**config.mk**
```make
export PLATFORM = sky130hd
export DESIGN_NAME = program_sequencer
export DESIGN_NICKNAME = d
export VERILOG_FILES = /design/src/rtl/program_sequencer.sv
export SDC_FILE = /design/constraint.sdc
export NUM_CORES = 1
export LEC_CHECK = 0
export ABC_AREA = 1
export ABC_CLOCK_PERIOD_IN_PS = 3100
export BUFFER_PORTS_ARGS = -buffer_cell sky130_fd_sc_hd__clkbuf_2
export CORE_MARGIN = 3
export CORE_UTILIZATION = 40
export CTS_CLUSTER_DIAMETER = 80
export CTS_CLUSTER_SIZE = 25
export DETAILED_ROUTE_END_ITERATION = 12
export PLACE_DENSITY_LB_ADDON = 0.2
export SLEW_MARGIN = 10
export SYNTH_ARGS = -nofsm -noshare
export SYNTH_HDL_FRONTEND = slang
export SYNTH_SLANG_ARGS = --single-unit
```
**constraint.sdc**
```tcl
create_clock -name clk -period 3.1 [get_ports clk]
set_clock_uncertainty 0.05 [all_clocks]
set_input_delay 0.155 -clock clk [delete_from_list [all_inputs] [get_ports clk]]
set_output_delay 0.155 -clock clk [all_outputs]
set_load 0.01 [all_outputs]
```
**src/rtl/program_sequencer.sv**
```systemverilog
// Program address sequencer: SEQ/JMP/BR/BRIF/CALL/RET with a return-address
// stack and sticky overflow/underflow flags; state advances on falling edge.
module program_sequencer #(
  parameter int DATA_W      = 16,
  parameter int ADDR_W      = 8,
  parameter int STACK_DEPTH = 4,
  parameter int RESET_ADDR  = 0,
  localparam int SP_W       = $clog2(STACK_DEPTH + 1)
) (
  input  logic              clk,
  input  logic              reset_n,
  input  logic              advance,
  input  logic [2:0]        op,
  input  logic              cond,
  input  logic [DATA_W-1:0] data_bus,
  input  logic              err_clr,
  output logic [ADDR_W-1:0] addr,
  output logic [SP_W-1:0]   sp,
  output logic              stack_full,
  output logic              overflow,
  output logic              underflow
);

  if (ADDR_W > DATA_W) begin : g_bad_addr_w
    $fatal(1, "program_sequencer: ADDR_W must be <= DATA_W");
  end
  if (STACK_DEPTH < 1) begin : g_bad_depth
    $fatal(1, "program_sequencer: STACK_DEPTH must be >= 1");
  end

  logic [ADDR_W-1:0] stack [STACK_DEPTH];

  logic [ADDR_W-1:0] inc;
  logic [ADDR_W-1:0] tgt;
  logic [ADDR_W-1:0] rel;
  logic [ADDR_W-1:0] top;
  logic [ADDR_W-1:0] addr_n;
  logic [SP_W-1:0]   sp_n;
  logic              push;
  logic              ovf_n;
  logic              udf_n;
  logic              unused_bits;

  // Only the low ADDR_W bits of the bus carry a target.
  assign unused_bits = ^data_bus;
  assign stack_full  = (sp == SP_W'(STACK_DEPTH));

  always_comb begin
    inc = addr + 1'b1;
    tgt = data_bus[ADDR_W-1:0];
    rel = inc + tgt;
    top = stack[0];
    for (int i = 0; i < STACK_DEPTH; i++) begin
      if (sp == SP_W'(i + 1)) top = stack[i];
    end
  end

  always_comb begin
    addr_n = addr;
    sp_n   = sp;
    push   = 1'b0;
    ovf_n  = err_clr ? 1'b0 : overflow;
    udf_n  = err_clr ? 1'b0 : underflow;
    if (advance) begin
      unique case (op)
        3'b000: addr_n = inc;
        3'b001: addr_n = tgt;
        3'b010: addr_n = rel;
        3'b011: addr_n = cond ? rel : inc;
        3'b100: begin
          if (stack_full) begin
            ovf_n = 1'b1;
          end else begin
            push   = 1'b1;
            sp_n   = sp + 1'b1;
            addr_n = tgt;
          end
        end
        3'b101: begin
          if (sp == '0) begin
            udf_n = 1'b1;
          end else begin
            addr_n = top;
            sp_n   = sp - 1'b1;
          end
        end
        3'b110: addr_n = addr;
        3'b111: addr_n = inc;
      endcase
    end
  end

  always_ff @(negedge clk or negedge reset_n) begin
    if (!reset_n) begin
      addr      <= ADDR_W'(RESET_ADDR);
      sp        <= '0;
      overflow  <= 1'b0;
      underflow <= 1'b0;
    end else begin
      addr      <= addr_n;
      sp        <= sp_n;
      overflow  <= ovf_n;
      underflow <= udf_n;
    end
  end

  // Contents are meaningless above sp, so the array needs no reset.
  always_ff @(negedge clk) begin
    for (int i = 0; i < STACK_DEPTH; i++) begin
      if (push && sp == SP_W'(i)) stack[i] <= inc;
    end
  end

endmodule
```
==> results of run 1 <==
==> state kept, by name (all words and copies together), names as in the netlist <==
signal,count
overflow,1
addr,8
underflow,1
stack,32
sp,3
==> layer usage <==
layer	vias up	track usage
met3	2	0.02980
met5	-	0
met4	0	0.06456
met2	36	0.2876
li1	1206	-
met1	1022	0.2098
==> area by class of cell <==
cell class	count	area, µm²	area share
inverters	36	137.6	0.04241
clock buffers	6	72.57	0.02236
clock inverters	34	131.4	0.04048
well taps	77	96.34	0.02968
flip-flops and latches	45	1286	0.3963
multi-input cells	231	1249	0.3847
repair buffers	46	272.8	0.08404
==> report_power, final <==
group / internal [µW] / total, µW / switching (µW)
Clock: 212 / 509 / 297
Combinational: 458 / 1170 / 709
Sequential: 785 / 849 / 64.5
==> cell families (layout without fill, tap and decap cells) <==
kind of cell,Yosys count,count (layout),synth area share
adders and majority gates,16,16,0.07657
xor gates and xnor gates,7,7,0.02260
DFF,45,45,0.4742
AOI/OAI and AO/OA,43,43,0.09225
and+or+nand+nor,165,165,0.2680
buffers and inverters,42,122,0.06642
==> worst min-delay path by stage <==
stage,cells after the start,end
2_1_floorplan,2,overflow
3_3_place_gp,2,underflow
4_1_cts,2,overflow
5_1_grt,2,overflow
3_5_place_dp,2,overflow
6_report,2,overflow
==> synth_stat cells, types with 3 or more instances <==
master     n
edfxtp_1  32
o211ai_1   4
inv_2      6
inv_1     30
nand2_2    3
a21oi_1   14
xnor2_1    3
o21ai_1    3
xor2_1     4
dfrtn_1   13
nor2_4     3
o21ai_0   13
a31oi_1    4
nor2_1    44
nand3_1   22
ha_1      15
nand2_1   81
nand4_1    3
==> metrics by stage <==
| stage | hold slack, ns | cell area, µm² | utilization | instances |
|---|---|---|---|---|
| 4_1_cts | 0.3880 | 3233 | 0.5006 | 474 |
| 2_1_floorplan | 0.4257 | 2713 | - | 318 |
| 5_1_grt | 0.4268 | 3246 | 0.5025 | 475 |
| 3_3_place_gp | 0.3868 | 3025 | 0.4684 | 434 |
| 3_5_place_dp | 0.3860 | 3025 | 0.4684 | 434 |
| 6_report | 0.3864 | 3246 | 0.5025 | 475 |
==> critical path: cells and delay by family, from the launching register on <==
kind                       cells  cell delay, ns
adders and majority gates      1            0.19
buffers and inverters          3            0.24
DFF                            1            0.41
and+or+nand+nor                1            0.09
==> what timing repair did <==
action | CTS | global route
hold endpoints to repair | 0 | 0
endpoints found under the setup margin | 1 | 1
resized for setup | 1 | 3
buffers inserted | 1 | 1
gates cloned | 0 | 0
==> results.yml, run 1 <==
logic_synthesis:
  synth_edf_count: 32
  ys_seq_elements: 45
  synthArstFlopShare: 0.2889
  ys_types: 34
  synth_nets: 358
  yosys_most_used_dff: "edfxtp_1"
  ys_seq_area_frac: 0.4742
  synth_top_area_frac: 0.3542
  syn_inst: 318
  netlist.top_cell.by_area: "edfxtp_1"
  synth_area_leaders: "edfxtp_1 35%, dfrtn_1 12%, nand2_1 11%"
  syn-cell-area_um2: 2713
  syn_avg_cell_area_um2: 8.530
  ys_warn_count: 0
clock_tree:
  clk_pin_slew_ns: 0.06
  ctsHtreeMaxLevel: 2
  cts_hold_buf: 0
  clock_sinks: 45
  cts-root-buf: "clkbuf_8"
  cts_made_buffers: 5
  cts_tree: "done"
  cts_buffer_depth: 2
  clk_latency_ns: 0.36
detailed_routing:
  dr.pass1.iters: 5
  met1_length_mm: 2.741
  wl_per_cell_um: 12.63
  wl_met2_mm: 3.013
  drtAntennaViolNets: 0
  num_vias: 2266
  route.met3.wl_um: 206
  drt-total-wl_mm: 5.997
  post_drt_via_cell_ratio: 4.771
  topRoutingLayerUsed: "met4"
  drc: 0
  drtIter0Drc: 104
floorplan:
  coreArea_um2: 6459
  ios: 38
  rows: 29
  initial_core_util: 0.4200
  die_w_um: 88.35
  die_area_um2: 7806
  die_h_um: 88.35
global_route:
  grt-ovfl-total: 0
  grt_pass1_vias: 2198
  antenna_found_initial: 0
  grt_pass1_wl_mm: 10.14
  grt_max_degree: 14
  track_usage: 0.1675
place:
  preCtsSetupSlack_ns: -0.1817
  finalWeightedCongestion: 0.7959
  io_buffers: 29
  dpl.hpwl_mm: 4.623
sta:
  slew-limit-headroom: 0.6671
  slew_violations: 0
  worst_pin_slew_ns: 0.4977
  hold_viol_final: 0
  timing.setup.tns_ns: 0
  worst_slack_ns: 0.1027
  rsz0062_at_grt: "no"
  setup_viol: 0
power:
  powerDensity_nw_per_um2: 777.9
  p_leak_uw: 0.001639
  p_total_uw: 2525
  peakVddDrop_mv: 0.3235
worst_setup_path:
  crit_chain: "inv_1 > ha_2 > nand2_2 > inv_4 > clkbuf_2"
  crit_path_max_fanout: 6
  crit_start: "sp[0]"
  r2r_start: "addr[1]"
  cp-end-kind: "output pin"
  criticalPathCategory: "reg -> out"
  r2r_cells: 16
  startpoint_type: "flip-flop"
  endpoint: "stack_full"
  slowest_delay_ns: 0.41
  crit_slowest_cell: "dfrtn_1"
  cp.arrival_ns: 2.79
  cp.required_ns: 2.89
  regToRegSetupSlack_ns: 0.46
  reg2reg_to: "addr[7]"
hold_path:
  worstHoldStart: "overflow"
  hold_class: "reg -> reg"
finish:
  fillers: 649
  final_cell_mix: "81 x nand2_1, 59 x inv_1, 44 x nor2_1, 32 x edfxtp_1, 29 x clkbuf_2"
  layout_commonest_cell: "nand2_1"
  nets: 437
  drive_gt1_frac: 0.1960
  syn2layout_area_growth_pct: 19.65
  diodes: 0
job:
  cap_violations: 0
run_status:
  status: "complete, no violations"
(Power assumes the default switching activity.)
==> run 2, diff against run 1 <==
ABC_AREA = default   (was 1)
==> run 2 against run 1 <==
Against the previous run: the flow now finishes with violations (negative setup slack); power is 8.7% higher; setup slack got worse by 0.14 ns; first-iteration DRC count shrank 46%; combinational power increased by 14%; cell area rose by 4.3%; global-route usage fell by 0.10 points; via count fell by 12%; clock power rose by 9.4%; synthesized cell count is 31% lower; sequential cell count unchanged; critical path depth is 4 higher; critical endpoint is now addr[4]; largest cell class unchanged.
==> results.yml, run 2 <==
worst_setup_path:
  criticalPathCategory: "in -> reg"
  cp_top_family: "compound AO/OA/AOI/OAI gates"
  startpoint_type: "primary input"
  slowest_delay_ns: 0.34
  cp-end-kind: "flip-flop"
  crit_chain: "buf_8 > ha_4 > fa_2 > a21o_1 > a21oi_2 > xnor2_1 > a222oi_1 > o211ai_1 > o21a_1"
  cp.arrival_ns: 1.70
  crit_path_max_fanout: 2
  crit_slowest_cell: "fa_2"
  critPathBufInv: 1
  cp.required_ns: 1.66
global_route:
  grt_pass1_wl_mm: 9.804
  grt-ovfl-total: 0
  track_usage: 0.1665
  grt_pass1_vias: 2069
  grt_max_degree: 19
  antenna_found_initial: 0
logic_synthesis:
  ys_warn_count: 0
  syn_inst: 219
  netlist.top_cell.by_area: "edfxtp_1"
  synth_nets: 259
  yosys-top-cells-count: "32 x edfxtp_1, 16 x nand2_1, 15 x ha_1"
  synthArstFlopShare: 0.2889
  syn_avg_cell_area_um2: 11.88
  synth_area_leaders: "edfxtp_1 37%, dfrtn_1 13%, ha_1 7.2%"
  yosys_most_used_dff: "edfxtp_1"
  synth.most_common_cell: "edfxtp_1"
  ys_seq_elements: 45
  syn-cell-area_um2: 2602
  synth_top_area_frac: 0.3692
  synth_edf_count: 32
  ys_types: 50
  ys_seq_area_frac: 0.4942
finish:
  layout_commonest_cell: "buf_4"
  final_cell_mix: "39 x buf_4, 37 x inv_1, 32 x edfxtp_1, 28 x clkbuf_2, 16 x nand2_1"
  syn2layout_area_growth_pct: 30.10
  ff_latch_area_um2: 1286
  drive_gt1_frac: 0.3260
  diodes: 0
  top_regs: "stack: 32 flops, addr: 8 flops, sp: 3 flops"
  largest_reg_flops: 32
  multi_input_area_um2: 1280
  regMostFlops: "stack"
  fillers: 564
  nets: 358
hold_path:
  hold_class: "reg -> reg"
detailed_routing:
  post_drt_via_cell_ratio: 5.051
  dr.pass1.iters: 4
  drt-total-wl_mm: 5.731
  drc: 0
  drtIter0Drc: 56
  wl_per_cell_um: 14.55
  num_vias: 1990
  drtAntennaViolNets: 0
clock_tree:
  cts_buffer_depth: 2
  cts_hold_buf: 0
  clock_sinks: 45
  cts_made_buffers: 5
  cts_tree: "done"
  clk_latency_ns: 0.37
  clk_pin_slew_ns: 0.07
  cts-root-buf: "clkbuf_8"
  ctsHtreeMaxLevel: 2
place:
  io_buffers: 29
  finalWeightedCongestion: 0.8209
  dpl.hpwl_mm: 4.417
  preCtsSetupSlack_ns: -0.4766
job:
  cap_violations: 0
sta:
  worst_pin_slew_ns: 0.6734
  worst_slack_ns: -0.03360
  slew-limit-headroom: 0.5511
  hold_viol_final: 0
  slew_violations: 0
  setup_viol: 1
  timing.setup.tns_ns: -0.03360
  rsz0062_at_grt: "yes"
power:
  powerDensity_nw_per_um2: 810.5
  p_leak_uw: 0.001500
  peakVddDrop_mv: 0.5939
floorplan:
  die_area_um2: 7510
  die_h_um: 86.66
  rows: 28
  initial_core_util: 0.4269
  die_w_um: 86.66
  coreArea_um2: 6096
  ios: 38
run_status:
  failed_checks: "negative setup slack"
  status: "complete, but fails checks"
==> run 2: cell count changes after synthesis, moves of 4 or more <==
| cell | previous run | this run |
|---|---|---|
| nand2_1 | 81 | 16 |
| a211oi_1 | 0 | 4 |
| nand2b_1 | 0 | 4 |
| inv_1 | 30 | 8 |
| nor2_1 | 44 | 7 |
| o21a_1 | 0 | 4 |
| a21oi_1 | 14 | 5 |
| xnor2_1 | 3 | 10 |
| a222oi_1 | 0 | 5 |
| nand3_1 | 22 | 6 |
| mux2i_1 | 0 | 13 |
==> run 2: power by group <==
part	total (µW)	internal, µW	switching (µW)
Clock	557	227	331
Sequential	854	780	74.1
Combinational	1330	646	687
Total	2740	1650	1090
==> run 2: layout make-up <==
class / count / share of cell area
tap: 75 / 0.02772
clock inverter: 35 / 0.04472
inverter: 10 / 0.01109
multi-input combinational: 155 / 0.3780
sequential: 45 / 0.3799
timing repair buffer: 69 / 0.1382
clock buffer: 5 / 0.02033
==> run 2: worst min-delay path, cell delays in order, from the launching register on <==
cell and delay [ns]:
dfrtn_1 0.42, inv_1 0.05, o32ai_1 0.11
==> run 2: layer usage <==
| metal | part of all wire | track usage |
|---|---|---|
| met4 | 0.015 | 0.07365 |
| met2 | 0.47 | 0.2545 |
| met3 | 0.029 | 0.02947 |
| met1 | 0.49 | 0.2313 |
| met5 | 0 | 0 |
==> run 2: kinds of logic after synthesis <==
logic type      after synthesis  synth area share
compound gates               60            0.1716
mux                          14           0.05432
simple gates                 49            0.1024
buf+inv                      19           0.04086
xor+xnor                     16           0.05673
fa+ha+maj                    16           0.07981
flops                        45            0.4942
==> run 2: what timing repair did <==
action | 4_1_cts | 5_1_grt
gates resized for setup | 8 | 2
endpoints found under the hold margin | 0 | 0
pin swaps | 8 | 2
setup endpoints to repair | 5 | 7
setup buffers | 1 | 5
==> run 2: final timing paths <==
| kind | start | to | slack (ns) | depth (start not counted) |
|---|---|---|---|---|
| max in group asynchronous | reset_n | addr[0] | 1.58 | 1 |
| hold / removal | underflow | underflow | 0.44 | 2 |
| setup reg to reg | addr[1] | addr[3] | 0.33 | 9 |
| hold reg to reg | underflow | underflow | 0.44 | 2 |
| setup / recovery | data_bus[0] | addr[4] | -0.03 | 9 |
| min in group asynchronous | reset_n | underflow | 1.12 | 1 |
==> run 2: metrics by stage <==
step	std cells	cell area (µm²)	utilization	total power (µW)	hold slack, ns
after global placement	349	3080	0.5053	2155	0.4264
after detailed placement	349	3080	0.5053	2161	0.4368
final	394	3386	0.5554	2744	0.4417
after CTS	389	3342	0.5482	2722	0.4368
after floorplan	219	2639	-	1744	0.4599
after global routing	394	3386	0.5554	2975	0.4679
